==> config.mk <==
export PLATFORM = sky130hd
export DESIGN_NAME = capture_readback
export DESIGN_NICKNAME = d
export VERILOG_FILES = /design/src/rtl/capture_readback.sv
export SDC_FILE = /design/constraint.sdc
export NUM_CORES = 1
export LEC_CHECK = 0
export CAP_MARGIN = 10
export CORE_ASPECT_RATIO = 0.5
export CORE_MARGIN = 10
export CORE_UTILIZATION = 35
export CTS_BUF_LIST = sky130_fd_sc_hd__clkbuf_8
export DETAILED_ROUTE_END_ITERATION = 10
export GPL_ROUTABILITY_DRIVEN = 0
export PLACE_DENSITY_LB_ADDON = 0.2
export SYNTH_ARGS = -nofsm -noshare
export SYNTH_HDL_FRONTEND = slang
export SYNTH_SLANG_ARGS = --single-unit
==> constraint.sdc <==
create_clock -name clk -period 5 [get_ports clk]
set_input_delay 0.75 -clock clk [delete_from_list [all_inputs] [get_ports clk]]
set_output_delay 0.75 -clock clk [all_outputs]
set_load 0.01 [all_outputs]
==> src/rtl/capture_readback.sv <==
// Streams stored capture samples out of the sample BRAM in address order onto a
// valid/ready stream, absorbing read latency and backpressure with a credited FIFO.
module capture_readback #(
    parameter int ADDR_W     = 18,
    parameter int DATA_W     = 8,
    parameter int RD_LAT     = 1,
    parameter int FIFO_DEPTH = 4
) (
    input  logic              clk,
    input  logic              reset,
    input  logic              start,
    input  logic              abort,
    input  logic [ADDR_W:0]   count,
    output logic              ram_en,
    output logic [ADDR_W-1:0] ram_addr,
    input  logic [DATA_W-1:0] ram_data,
    output logic [DATA_W-1:0] m_data,
    output logic              m_valid,
    output logic              m_last,
    input  logic              m_ready,
    output logic              busy,
    output logic              done,
    output logic              aborted
);

    localparam int PW = (FIFO_DEPTH > 1) ? $clog2(FIFO_DEPTH) : 1;
    localparam int CW = $clog2(FIFO_DEPTH + 1) + 1;
    localparam logic [ADDR_W:0] ONE = (ADDR_W + 1)'(1);

    typedef enum logic [1:0] {IDLE, RUN, DRAIN} state_t;

    state_t            state;
    logic [ADDR_W:0]   count_lat;
    logic [ADDR_W:0]   remaining;
    logic [ADDR_W:0]   pop_cnt;
    logic [ADDR_W-1:0] rd_addr;
    logic [RD_LAT-1:0] vld_p;
    logic [DATA_W-1:0] fifo_mem [FIFO_DEPTH];
    logic [PW-1:0]     wr_ptr;
    logic [PW-1:0]     rd_ptr;
    logic [CW-1:0]     occ;
    logic [CW-1:0]     in_flight;
    logic              issue_start;
    logic              issue_run;
    logic              push;
    logic              pop;
    logic              last_pop;
    logic              abort_now;

    always_comb begin
        in_flight = '0;
        for (int i = 0; i < RD_LAT; i++) in_flight = in_flight + CW'(vld_p[i]);

        // The first read goes out in the start cycle so data arrives RD_LAT+1 cycles later.
        issue_start = (state == IDLE) && start && (count != '0);
        issue_run   = (state == RUN) && !abort && ((in_flight + occ) < CW'(FIFO_DEPTH));
        ram_en      = issue_start || issue_run;
        ram_addr    = rd_addr;

        push      = vld_p[RD_LAT-1];
        m_valid   = (occ != '0);
        m_data    = m_valid ? fifo_mem[rd_ptr] : '0;
        m_last    = m_valid && (pop_cnt == count_lat - ONE);
        pop       = m_valid && m_ready;
        last_pop  = pop && m_last;
        abort_now = abort && (state != IDLE) && !last_pop;
        busy      = (state != IDLE);
    end

    // Return stage: data is captured into the FIFO as it emerges from the BRAM.
    always_ff @(posedge clk) begin
        if (push) fifo_mem[wr_ptr] <= ram_data;
    end

    always_ff @(posedge clk or posedge reset) begin
        if (reset) begin
            state     <= IDLE;
            count_lat <= '0;
            remaining <= '0;
            pop_cnt   <= '0;
            rd_addr   <= '0;
            vld_p     <= '0;
            wr_ptr    <= '0;
            rd_ptr    <= '0;
            occ       <= '0;
            done      <= 1'b0;
            aborted   <= 1'b0;
        end else begin
            done    <= 1'b0;
            aborted <= 1'b0;

            vld_p[0] <= issue_start || issue_run;
            for (int i = 1; i < RD_LAT; i++) vld_p[i] <= vld_p[i-1];

            if (push) wr_ptr <= (wr_ptr == PW'(FIFO_DEPTH - 1)) ? '0 : wr_ptr + PW'(1);
            if (pop) begin
                rd_ptr  <= (rd_ptr == PW'(FIFO_DEPTH - 1)) ? '0 : rd_ptr + PW'(1);
                pop_cnt <= pop_cnt + ONE;
            end
            occ <= occ + CW'(push) - CW'(pop);

            case (state)
                IDLE: begin
                    if (start) begin
                        if (count == '0) begin
                            done <= 1'b1;
                        end else begin
                            count_lat <= count;
                            remaining <= count - ONE;
                            pop_cnt   <= '0;
                            if (count == ONE) begin
                                state <= DRAIN;
                            end else begin
                                state   <= RUN;
                                rd_addr <= ADDR_W'(1);
                            end
                        end
                    end
                end
                RUN: begin
                    if (issue_run) begin
                        remaining <= remaining - ONE;
                        // Hold the address on the final issue so it never wraps.
                        if (remaining == ONE) state <= DRAIN;
                        else rd_addr <= rd_addr + ADDR_W'(1);
                    end
                end
                default: ;
            endcase

            if (last_pop) begin
                done    <= 1'b1;
                state   <= IDLE;
                rd_addr <= '0;
            end else if (abort_now) begin
                aborted <= 1'b1;
                state   <= IDLE;
                rd_addr <= '0;
                vld_p   <= '0;
                wr_ptr  <= '0;
                rd_ptr  <= '0;
                occ     <= '0;
            end
        end
    end

endmodule

==> impl_metrics.json <==
{
  "status": "finished clean",
  "critical_path_peak_fanout": 13,
  "skew_ps": 19.66,
  "die_area_sq_um": 26460,
  "clock_latency_ps": 450,
  "grt_util_all_layers": 0.1390,
  "synth_seq_area_share": 0.4506,
  "design_area_sq_um": 8317,
  "detailed_place.area_sq_um": 7900,
  "clock-sinks": 120,
  "synth_area_leader_cell": "dfrtp_1",
  "rsz0062_at_grt": "false",
  "leakagePower_nw": 3.181,
  "synth.cells.most_frequent": "dfrtp_1, nand2_1, nor2_1, a21oi_1, o21ai_0",
  "yosys_most_used_dff": "dfrtp_1",
  "start_kind": "flop",
  "clk_path_buf_depth": 2,
  "ys_types": 63,
  "die_h_microns": 120.1,
  "synth_top_area_frac": 0.3137,
  "fmax_ghz": 0.2173,
  "drv_cap": 0,
  "cts_tree": "built",
  "hpwl_microns": 12860,
  "root_buffer": "clkbuf_8",
  "yosys-top-cells-area": "dfrtp_1, edfxtp_1, xnor2_1",
  "pwr-share-seq": 0.370,
  "p_total_mw": 4.305,
  "worst_pin_slew_ps": 921.1,
  "h-tree-depth": 4,
  "setup_ws_ps": 398.6,
  "viasPerCell": 5.334,
  "layout.core_utilization": 0.4245,
  "dpl_worst_slack_ps": 805.7,
  "p_per_area_nw_per_um2": 517.7,
  "hold_class": "reg2reg",
  "io_buffers": 63,
  "antenna_cells": 0,
  "ir_worst_vdd_mv": 0.2591,
  "drt_first_pass_iters": 5,
  "synth_nets": 782,
  "crit_type": "reg2out",
  "drtIter0Drc": 489,
  "avgSynthCellArea_sq_um": 9.563,
  "p_comb_frac": 0.412,
  "synth_edf_count": 32,
  "fin_nets": 837,
  "drive_gt1_frac": 0.1060,
  "setup_viol": 0,
  "slew_violations": 0,
  "initial_utilization": 0.3582,
  "ys_seq_elements": 120,
  "core_area_sq_um": 19590,
  "num_vias": 5697,
  "fin_setup_tns_ps": 0,
  "maxSlewHeadroom": 0.3852,
  "p_sw_mw": 1.755,
  "fin_crit_ps": 4601,
  "grt_max_degree": 50,
  "syn-instance-count": 734,
  "cp.arrival_ps": 3850,
  "numCtsBuffers": 17,
  "routed_wl_microns": 18070,
  "rows": 36,
  "postRouteAntennaNets": 0,
  "hold_viol": 0,
  "syn_to_final_growth_pct": 18.48,
  "die_w_microns": 220.3,
  "required_ps": 4250,
  "synth_area_sq_um": 7019,
  "holdWs_ps": 513.1,
  "pwr-share-clk": 0.218,
  "postCtsSetupBuffers": 0,
  "final.period_utilization": 0.9203,
  "fill_cells": 1901,
  "hold_buffers": 0,
  "grt_pass1_vias": 5566,
  "io_pins": 64,
  "drc": 0,
  "ctsResizeCount": 0,
  "stdcell_count": 1068,
  "synth.most_common_cell": "dfrtp_1",
  "yosysWarnings": 0,
  "synth-async-reset-ratio": 0.7333,
  "p_int_mw": 2.550,
  "switching_share": 0.4077,
  "antenna_found_initial": 0,
  "routedWlPerCell_microns": 16.92,
  "crit_path_end_kind": "output pin",
  "clk_pin_slew_ps": 90,
  "grt_pass1_wl_microns": 29740,
  "grt_overflow_total": 0,
  "placed_cells": 1036
}
[worst max-delay path: stages (launching register included)]
cell,delay (ps)
dfrtp_1,450
inv_1,100
ha_1,440
or4b_2,620
nor4_1,260
xnor2_1,120
a211o_1,260
nor4_1,320
nand2_1,80
nor2_1,170
clkdlybuf4s50_1,580
[area by class of cell]
type,instances,area (sq um),area share
Clock buffer,17,234.0,0.02813
Sequential cell,120,3163,0.3803
Multi-Input combinational cell,556,3618,0.4351
Timing Repair Buffer,73,705.7,0.08485
Tap cell,266,332.8,0.04002
Inverter,21,80.08,0.009628
Clock inverter,15,182.7,0.02196
[cells in the final DEF (no fill, tap or decap), drive strengths merged, types with 7 or more instances in the layout]
master,count
xor2,25
ha,16
dfrtp,88
mux4,8
nor2b,9
nand4,7
and2,15
and3,22
nand3,25
or4,12
nor3,29
or3,10
nand2,68
nor2,65
clkdlybuf4s50,63
a31oi,10
buf,10
xnor2,30
inv,28
nor4,17
a21oi,46
clkbuf,17
mux2,16
edfxtp,32
o21ai,42
[worst paths after layout]
path	cells after the start	startpoint	slack (ps)	endpoint
worst max-delay path	10	count_lat[0]$_DFFE_PP0P_	400	m_last
min in group asynchronous	2	reset	800	pop_cnt[2]$_DFF_PP0_
max in group asynchronous	3	reset	3120	count_lat[13]$_DFFE_PP0P_
worst min-delay path	1	remaining[11]$_DFFE_PP0P_	510	remaining[11]$_DFFE_PP0P_
worst min register to register	1	remaining[11]$_DFFE_PP0P_	510	remaining[11]$_DFFE_PP0P_
worst max register to register	7	count_lat[2]$_DFFE_PP0P_	1220	ram_addr[15]$_DFFE_PP0P_
[logic make-up after synthesis]
family                     synth area share
xor gates and xnor gates            0.06863
adders and majority gates           0.02852
and+or+nand+nor                      0.2267
DFF                                  0.4506
muxes                               0.05561
AOI/OAI and AO/OA                    0.1335
buffers and inverters               0.03636
[registers in the layout (all words and copies together), names as in the netlist, 4 cells and up]
| name | flops |
|---|---|
| fifo_mem | 32 |
| count_lat | 19 |
| pop_cnt | 19 |
| remaining | 19 |
| ram_addr | 18 |
| occ | 4 |
[per-layer routing]
layer,global-route usage,vias to the layer above,share of wire
li1,-,2783,-
met1,0.1946,2782,0.50
met2,0.2121,115,0.44
met3,0.03310,17,0.046
met4,0.03190,0,0.012
met5,0,-,0
[power by group through the flow]
stage                     Combinational [mW]  Clock [mW]  Sequential (mW)
after floorplan                         1.34           0             1.47
after global placement                  1.76           0             1.60
after detailed placement                1.77           0             1.61
after CTS                               1.78       0.970             1.59
after global routing                    1.99        1.02             1.65
final                                   1.77       0.938             1.59
(Power assumes the default switching activity.)
